<file path="config.mk">
export PLATFORM = sky130hd
export DESIGN_NAME = id_ex_stage
export DESIGN_NICKNAME = d
export VERILOG_FILES = /design/src/rtl/id_ex_stage.sv
export SDC_FILE = /design/constraint.sdc
export NUM_CORES = 1
export LEC_CHECK = 0
export ABC_AREA = 1
export CORE_MARGIN = 4
export CORE_UTILIZATION = 49
export CTS_BUF_LIST = sky130_fd_sc_hd__clkbuf_8
export CTS_CLUSTER_DIAMETER = 150
export CTS_CLUSTER_SIZE = 20
export DETAILED_ROUTE_END_ITERATION = 10
export GPL_TIMING_DRIVEN = 0
export PLACE_DENSITY = 0.88
export SETUP_SLACK_MARGIN = 0.4
export SYNTH_ARGS = -nofsm -noshare
export SYNTH_HDL_FRONTEND = slang
export SYNTH_SLANG_ARGS = --single-unit
</file>
<file path="constraint.sdc">
create_clock -name clk -period 3.8 [get_ports clk]
set_input_delay 0.57 -clock clk [delete_from_list [all_inputs] [get_ports clk]]
set_output_delay 0.57 -clock clk [all_outputs]
set_load 0.05 [all_outputs]
</file>
<file path="src/rtl/id_ex_stage.sv">
// ID/EX pipeline stage: holds one decoded instruction behind a valid/ready handshake,
// forwards from EX/MEM and MEM/WB, stalls on load-use and selects the ALU operands.
module id_ex_stage #(
  parameter int XLEN = 32
) (
  input  logic            clk,
  input  logic            rst_n,
  input  logic            valid_i,
  output logic            ready_o,
  input  logic [XLEN-1:0] pc_i,
  input  logic [XLEN-1:0] rs1_data_i,
  input  logic [XLEN-1:0] rs2_data_i,
  input  logic [XLEN-1:0] imm_i,
  input  logic [4:0]      rs1_addr_i,
  input  logic [4:0]      rs2_addr_i,
  input  logic [4:0]      rd_addr_i,
  input  logic [3:0]      alu_op_i,
  input  logic [1:0]      src1_sel_i,
  input  logic [1:0]      src2_sel_i,
  input  logic            reg_write_i,
  input  logic            mem_read_i,
  input  logic            flush_i,
  input  logic            ready_i,
  input  logic [4:0]      exm_rd_i,
  input  logic            exm_reg_write_i,
  input  logic            exm_mem_read_i,
  input  logic [XLEN-1:0] exm_result_i,
  input  logic [4:0]      mwb_rd_i,
  input  logic            mwb_reg_write_i,
  input  logic [XLEN-1:0] mwb_result_i,
  output logic            valid_o,
  output logic [XLEN-1:0] operand1_o,
  output logic [XLEN-1:0] operand2_o,
  output logic [3:0]      alu_op_o,
  output logic [XLEN-1:0] store_data_o,
  output logic [4:0]      rd_addr_o,
  output logic            reg_write_o,
  output logic            mem_read_o,
  output logic [XLEN-1:0] pc_o,
  output logic            hazard_o
);

  logic            valid_q;
  logic [XLEN-1:0] pc_q, rs1_data_q, rs2_data_q, imm_q;
  logic [4:0]      rs1_q, rs2_q, rd_q;
  logic [3:0]      alu_op_q;
  logic [1:0]      src1_sel_q, src2_sel_q;
  logic            reg_write_q, mem_read_q;

  logic            hazard;
  logic            load;
  logic [XLEN-1:0] fwd1, fwd2;

  assign hazard  = valid_q && exm_mem_read_i && exm_reg_write_i && (exm_rd_i != 5'd0) &&
                   ((exm_rd_i == rs1_q) || (exm_rd_i == rs2_q));
  assign ready_o = !hazard && (!valid_q || ready_i);
  assign load    = valid_i && ready_o;

  // A beat accepted during a flush is dropped; upstream is flushed alongside us.
  always_ff @(posedge clk or negedge rst_n) begin
    if (!rst_n) begin
      valid_q     <= 1'b0;
      pc_q        <= '0;
      rs1_data_q  <= '0;
      rs2_data_q  <= '0;
      imm_q       <= '0;
      rs1_q       <= '0;
      rs2_q       <= '0;
      rd_q        <= '0;
      alu_op_q    <= '0;
      src1_sel_q  <= '0;
      src2_sel_q  <= '0;
      reg_write_q <= 1'b0;
      mem_read_q  <= 1'b0;
    end else begin
      if (flush_i)
        valid_q <= 1'b0;
      else if (load)
        valid_q <= 1'b1;
      else if (valid_q && ready_i && !hazard)
        valid_q <= 1'b0;
      if (load && !flush_i) begin
        pc_q        <= pc_i;
        rs1_data_q  <= rs1_data_i;
        rs2_data_q  <= rs2_data_i;
        imm_q       <= imm_i;
        rs1_q       <= rs1_addr_i;
        rs2_q       <= rs2_addr_i;
        rd_q        <= rd_addr_i;
        alu_op_q    <= alu_op_i;
        src1_sel_q  <= src1_sel_i;
        src2_sel_q  <= src2_sel_i;
        reg_write_q <= reg_write_i;
        mem_read_q  <= mem_read_i;
      end
    end
  end

  // The younger result in EX/MEM wins over MEM/WB; x0 is never forwarded.
  always_comb begin
    fwd1 = rs1_data_q;
    if (rs1_q != 5'd0 && exm_reg_write_i && exm_rd_i == rs1_q)
      fwd1 = exm_result_i;
    else if (rs1_q != 5'd0 && mwb_reg_write_i && mwb_rd_i == rs1_q)
      fwd1 = mwb_result_i;
  end

  always_comb begin
    fwd2 = rs2_data_q;
    if (rs2_q != 5'd0 && exm_reg_write_i && exm_rd_i == rs2_q)
      fwd2 = exm_result_i;
    else if (rs2_q != 5'd0 && mwb_reg_write_i && mwb_rd_i == rs2_q)
      fwd2 = mwb_result_i;
  end

  always_comb begin
    operand1_o = '0;
    if (!src1_sel_q[1])
      operand1_o = src1_sel_q[0] ? pc_q : fwd1;
  end

  always_comb begin
    operand2_o = '0;
    case (src2_sel_q)
      2'b00:   operand2_o = fwd2;
      2'b01:   operand2_o = imm_q;
      2'b10:   operand2_o = {{(XLEN-3){1'b0}}, 3'd4};
      default: operand2_o = '0;
    endcase
  end

  assign store_data_o = fwd2;
  assign valid_o      = valid_q && !hazard;
  assign hazard_o     = hazard;
  assign alu_op_o     = alu_op_q;
  assign rd_addr_o    = rd_q;
  assign reg_write_o  = reg_write_q;
  assign mem_read_o   = mem_read_q;
  assign pc_o         = pc_q;

endmodule

</file>
==> flow_metrics.tcl, run 1 <==
set metrics [dict create \
    status "finished clean" \
    die_y_um 149 \
    clock_skew_ns 0.0215 \
    area_growth_pct 43.6 \
    powerDensity_nw_per_um2 455 \
    fin_crit_sh_pct 88.8 \
    synth_ff_type "dfrtp_1" \
    hold_violations 0 \
    cts-buffers-inserted 17 \
    synth-edff-count 0 \
    io_buffers 376 \
    irDropWorstVdd_mv 0.271 \
    cts_sinks 154 \
    clk_latency_ns 0.49 \
    htree_levels 4 \
    clock-root-buffer "clkbuf_8" \
    first_pass_iters 5 \
    grt_pass1_vias 11700 \
    arrival_ns 2.81 \
    rsz0062_at_grt "yes" \
    synth_top_area_share_pct 39.4 \
    grt.total_usage_pct 37.4 \
    leakage_nw 7.09 \
    hpwl_um 33200 \
    cp-start-kind "input pin" \
    post_synth_inst_count 1418 \
    netlist_area_um2 9770 \
    cap_violations 0 \
    synthTopCellsByArea "dfrtp_1 (39%), nand2_1 (21%), nand4_1 (10%)" \
    ys_seq_elements 154 \
    fp-row-count 51 \
    max_freq_ghz 0.296 \
    pre_cts_slack_ns -0.377 \
    setup_viol 0 \
    fin_ws_ns 0.424 \
    wl_per_cell_um 20.6 \
    slew_viol_final 0 \
    grt_max_degree 84 \
    synthArstFlopShare_pct 100 \
    synth_cell_types 20 \
    worstSetupPathType "in -> out" \
    grt_pass1_wl_um 64200 \
    drtIter0Drc 1127 \
    yosys_warnings 0 \
    cts_max_path_buffers 2 \
    tritoncts "yes" \
    overflow 0 \
    drive_gt1_share_pct 11.8 \
    die_width_um 149 \
    drt_wl_total_um 43300 \
    avgViaCountPerCell 5.78 \
    synth_nets 1653 \
    start_util_pct 50.1 \
    hold_slack_ns 0.0894 \
    endpoint_kind "output port" \
    yosys.area.top_type "dfrtp_1" \
    yosysSeqAreaShare_pct 39.4 \
    slew_headroom_pct 47.5 \
    required_ns 3.23 \
    ant_nets 0 \
    syn_area_per_cell_um2 6.89 \
    hold_buffers 0 \
    worstPathMaxFanout 10 \
    fin_nets 2051 \
    die_area_um2 22300 \
    drc_errors 0 \
    period_minus_slack_ns 3.38 \
    fillers 1679 \
    worstHoldPathType "in -> async" \
    worst_pin_slew_ns 0.787 \
    coreArea_um2 19500 \
    vias 12100 \
    gp_congestion 1.02 \
    io_pins 377 \
    antenna_found_initial 7 \
    clk_pin_slew_worst_paths_ns 0.10 \
]
cells in the final DEF, fill, tap and decap left out, drive strengths merged, types with 35 or more instances in the layout:
master / synthesis / layout
clkbuf: 31 / 73
dfrtp: 154 / 154
nand4: 156 / 156
nand3b: 64 / 64
nand3: 169 / 169
clkdlybuf4s50: 0 / 276
nand2: 535 / 535
buf: 86 / 141
a21oi: 35 / 35
inv: 100 / 101
cells in the mapped netlist, types with 3 or more instances:
library cell  instances
nand2_1             535
nand3_1             168
nand4_1             156
dfrtp_1             154
inv_1                94
nand3b_1             64
buf_2                54
a21oi_1              35
o21ai_0              33
and2_1               32
clkbuf_1             31
buf_1                24
nor2_1               12
buf_6                 8
inv_2                 6
nor2_2                6
xnor2_1               3
state kept, by name (all words and copies together), names as in the netlist:
name         cells
imm_q           32
pc_o            32
rs1_data_q      32
rs2_data_q      32
rd_addr_o        5
rs1_q            5
rs2_q            5
alu_op_o         4
src1_sel_q       2
src2_sel_q       2
mem_read_o       1
reg_write_o      1
valid_q          1
final timing paths:
check / from / to / slack (ns) / depth (start not counted)
max: mwb_rd_i[3] / operand2_o[8] / 0.42 / 12
min: rst_n / rs2_q[4] / 0.09 / 1
max reg2reg: valid_q / valid_q / 1.57 / 5
min reg2reg: rs1_data_q[25] / rs1_data_q[25] / 0.48 / 2
max in group asynchronous: rst_n / pc_o[17] / 2.83 / 2
min in group clk: rs1_data_q[25] / rs1_data_q[25] / 0.48 / 2
metal layers:
layer  GRT usage (%)  part of all wire [%]  vias to the layer above
met1            45.7                    37                     5619
met3            10.8                    12                      184
met5               0                 0.065                        -
li1                -                     -                     5504
met2            60.3                    46                      805
met4            19.7                   6.0                        6
area by class of cell:
| type | instances | area (um^2) | area share [%] |
|---|---|---|---|
| inverter | 100 | 375 | 2.67 |
| sequential | 154 | 3850 | 27.5 |
| buffer | 117 | 578 | 4.12 |
| clock inverter | 11 | 120 | 0.856 |
| clock buffer | 20 | 275 | 1.96 |
| timing repair buffer | 379 | 3470 | 24.7 |
| antenna | 4 | 10.0 | 0.0713 |
| tap | 265 | 332 | 2.36 |
| multi-input combinational | 1047 | 5020 | 35.8 |
through the flow:
| stage | total power [mW] | area, um^2 | std cells | util [%] | TNS (ns) |
|---|---|---|---|---|---|
| 2_1_floorplan | 3.95 | 9770 | 1418 | - | 0 |
| 3_5_place_dp | 5.22 | 13900 | 2060 | 71.2 | -12.37 |
| 4_1_cts | 6.43 | 14400 | 2091 | 73.6 | 0 |
| 6_report | 6.39 | 14000 | 2097 | 71.9 | 0 |
| 5_1_grt | 6.63 | 14000 | 2097 | 71.9 | 0 |
| 3_3_place_gp | 5.19 | 13900 | 2059 | 71.0 | -646.30 |
power breakdown:
group          internal, mW  total (mW)  leakage [nW]  switching, mW
Combinational         0.908        3.02          4.98           2.11
Clock                 0.630        1.30         0.197          0.670
Sequential             1.88        2.06          1.91          0.181
Total                  3.42        6.39          7.09           2.97
worst max-delay path, stage by stage:
cell	delay, ns
clkdlybuf4s50_1	0.50
inv_1	0.08
a21oi_1	0.13
nand2_1	0.10
nor2_4	0.27
nand2_2	0.18
buf_2	0.23
nand2_1	0.09
nand3_1	0.12
nand3_1	0.12
nand2_1	0.07
clkdlybuf4s15_2	0.33
what timing repair did:
action                     4_1_cts  5_1_grt
pin swaps                        1        2
setup endpoints to repair       99       91
setup buffers                    0        2
hold endpoints to repair         0        0
gates resized for setup        284      138
kinds of logic (layout without fill, tap and decap cells):
family,after synthesis,in the layout,share of synthesized area (%)
other,0,4,0
AOI/OAI and AO/OA,69,69,3.55
xor gates and xnor gates,3,3,0.269
and+or+nand+nor,975,975,47.1
buffers and inverters,217,627,9.64
DFF,154,154,39.4
(Power assumes the default switching activity.)
==> run 2: changes to the inputs <==
--- a/config.mk
+++ b/config.mk
@@ -6,14 +6,14 @@
 export NUM_CORES = 1
 export LEC_CHECK = 0
 export ABC_AREA = 1
-export CORE_MARGIN = 4
-export CORE_UTILIZATION = 49
+export CORE_AREA = 2 2 145 147
 export CTS_BUF_LIST = sky130_fd_sc_hd__clkbuf_8
 export CTS_CLUSTER_DIAMETER = 150
 export CTS_CLUSTER_SIZE = 20
 export DETAILED_ROUTE_END_ITERATION = 10
+export DIE_AREA = 0 0 147 149
 export GPL_TIMING_DRIVEN = 0
-export PLACE_DENSITY = 0.88
+export PLACE_DENSITY = 0.87
 export SETUP_SLACK_MARGIN = 0.4
 export SYNTH_ARGS = -nofsm -noshare
 export SYNTH_HDL_FRONTEND = slang
==> run 2 against run 1 <==
  * Hold slack better by 0.029 ns
  * Final area is 0.46% lower
  * Worst setup slack worse by 0.043 ns
  * Largest power group unchanged
  * Global-route usage is 0.65 points higher
  * Sequential cell count stayed put
  * Fmax is 1.3% lower
  * Combinational power hardly changed
  * Die area is 1.6% lower
  * Via count is 2.0% lower
  * Wire length is 1.5% lower
  * Clock power is 3% lower
==> flow_metrics.tcl, run 2 (synthesized netlist as in run 1, its figures left out) <==
set metrics [dict create \
    vias 11900 \
    antenna_found_initial 1 \
    grt_pass1_wl_um 63700 \
    drt_wl_total_um 42600 \
    fp-row-count 53 \
    die_area_um2 21900 \
    slowest_delay_ns 0.47 \
    io_pins 377 \
    seqCellArea_um2 3850 \
    drive_gt1_share_pct 11.7 \
    area_growth_pct 43.0 \
    slew_headroom_pct 45.5 \
    cts-buffers-inserted 17 \
    critPathMostFrequentCell "nand2_1" \
    clk_pin_slew_worst_paths_ns 0.09 \
    grt_max_degree 84 \
    grt_pass1_vias 11500 \
    multiInputGateArea_um2 5010 \
    clkPwrFrac_pct 19.9 \
    wl_per_cell_um 20.2 \
    worstHoldPathType "in -> async" \
    fin_nets 2053 \
    hold_violations 0 \
    ant_nets 0 \
    tritoncts "yes" \
    cap_violations 0 \
    coreArea_um2 20600 \
    clk_latency_ns 0.47 \
    start_util_pct 47.5 \
    drc_errors 0 \
    hold_buffers 0 \
    powerDensity_nw_per_um2 453 \
    slew_viol_final 0 \
    fin_crit_sh_pct 90.0 \
    power.internal_mw 3.36 \
    power.share.combinational_pct 47.4 \
    netSwitchingPower_mw 2.96 \
    die_y_um 149 \
    layout_commonest_cell "nand2_1" \
    setup_viol 0 \
    worst_pin_slew_ns 0.817 \
    mostFrequentLayoutCells "nand2_1 (532), clkdlybuf4s50_1 (274), nand3_1 (167), nand4_1 (156), dfrtp_1 (154)" \
    rsz0062_at_grt "yes" \
    worstPathMaxFanout 10 \
    worstSetupPathType "in -> out" \
    power_mw 6.33 \
    slowest_stage "clkdlybuf4s50_1" \
    endpoint_kind "output port" \
    arrival_ns 2.85 \
    avgViaCountPerCell 5.63 \
    die_width_um 147 \
    irDropWorstVdd_mv 0.267 \
    max_freq_ghz 0.292 \
    first_pass_iters 9 \
    period_minus_slack_ns 3.42 \
    leakage_nw 7.11 \
    placed_area_um2 13900 \
    required_ns 3.23 \
    grt.total_usage_pct 38.1 \
    status "finished clean" \
    drtIter0Drc 1090 \
    clock-root-buffer "clkbuf_8" \
    share_seq_of_total_power_pct 32.7 \
    path_cells "clkdlybuf4s50_1, inv_1, nand2_1, nand2_1, nand2_1, nor2_4, nand2_2, buf_2, nand2_1, nand3_1, a21oi_1, clkbuf_4" \
    clock_skew_ns 0.0117 \
    io_buffers 376 \
    fin_tns_setup_ns 0 \
    final_cell_area_um2 14000 \
    power.share.switching_pct 46.9 \
    htree_levels 4 \
    fillers 1855 \
    hpwl_um 32700 \
    cts_sinks 154 \
    overflow 0 \
    cp-start-kind "input pin" \
    gp_congestion 0.969 \
    cts_max_path_buffers 2 \
]
## run 2: path summary, 6_finish.rpt
| kind | from | to | slack, ns | cells past startpoint |
|---|---|---|---|---|
| setup / recovery | mwb_rd_i[4] | operand1_o[30] | 0.38 | 12 |
| hold / removal | rst_n | alu_op_o[2] | 0.12 | 1 |
| setup reg to reg | valid_q | valid_q | 1.40 | 5 |
| hold reg to reg | rs1_data_q[28] | rs1_data_q[28] | 0.48 | 2 |
| max in group asynchronous | rst_n | pc_o[16] | 2.80 | 2 |
| min in group clk | rs1_data_q[28] | rs1_data_q[28] | 0.48 | 2 |
## run 2: layout make-up
type                            instances  area share, %
Sequential cell                       154           27.6
Clock buffer                           18           1.77
Multi-Input combinational cell       1047           35.9
Inverter                              100           2.69
Buffer                                117           4.17
Antenna cell                            2         0.0358
Timing Repair Buffer                  381           24.4
Clock inverter                         14          0.940
Tap cell                              275           2.46
## run 2: power by group through the flow
stage | combinational [mW] | sequential, mW | clock, mW
final | 3.00 | 2.07 | 1.26
after global routing | 3.17 | 2.09 | 1.33
after detailed placement | 3.14 | 2.08 | 0
after CTS | 3.03 | 2.06 | 1.26
after global placement | 3.10 | 2.08 | 0
after floorplan | 1.67 | 2.28 | 0
## run 2: metrics by stage
stage | instances | setup WS, ns | hold WS, ns | util [%]
2_1_floorplan | 1418 | 0.973 | 0.274 | -
3_3_place_gp | 2069 | -4.23 | 0.453 | 67.5
3_5_place_dp | 2070 | -0.399 | 0.458 | 67.7
4_1_cts | 2102 | 0.249 | 0.138 | 69.4
5_1_grt | 2106 | 0.316 | 0.162 | 67.9
6_report | 2108 | 0.381 | 0.119 | 68.0
## run 2: critical path, delay by kind of cell
kind / cells / cell delay [ns]
AO/OA/AOI/OAI: 1 / 0.29
buffers and inverters: 4 / 1.12
AND/OR/NAND/NOR: 7 / 0.85
## run 2: metal layers
| metal | global-route usage, % | part of all wire [%] | vias to the layer above |
|---|---|---|---|
| met5 | 0 | 0.026 | - |
| met4 | 16.7 | 4.8 | 2 |
| met3 | 10.9 | 11 | 148 |
| met2 | 62.1 | 46 | 737 |
| met1 | 47.5 | 38 | 5491 |
| li1 | - | - | 5495 |
## run 2: what timing repair did
| item | in CTS | in global routing |
|---|---|---|
| setup endpoints to repair | 99 | 97 |
| setup buffers | 0 | 4 |
| resized for setup | 234 | 182 |
| pin swaps | 1 | 3 |
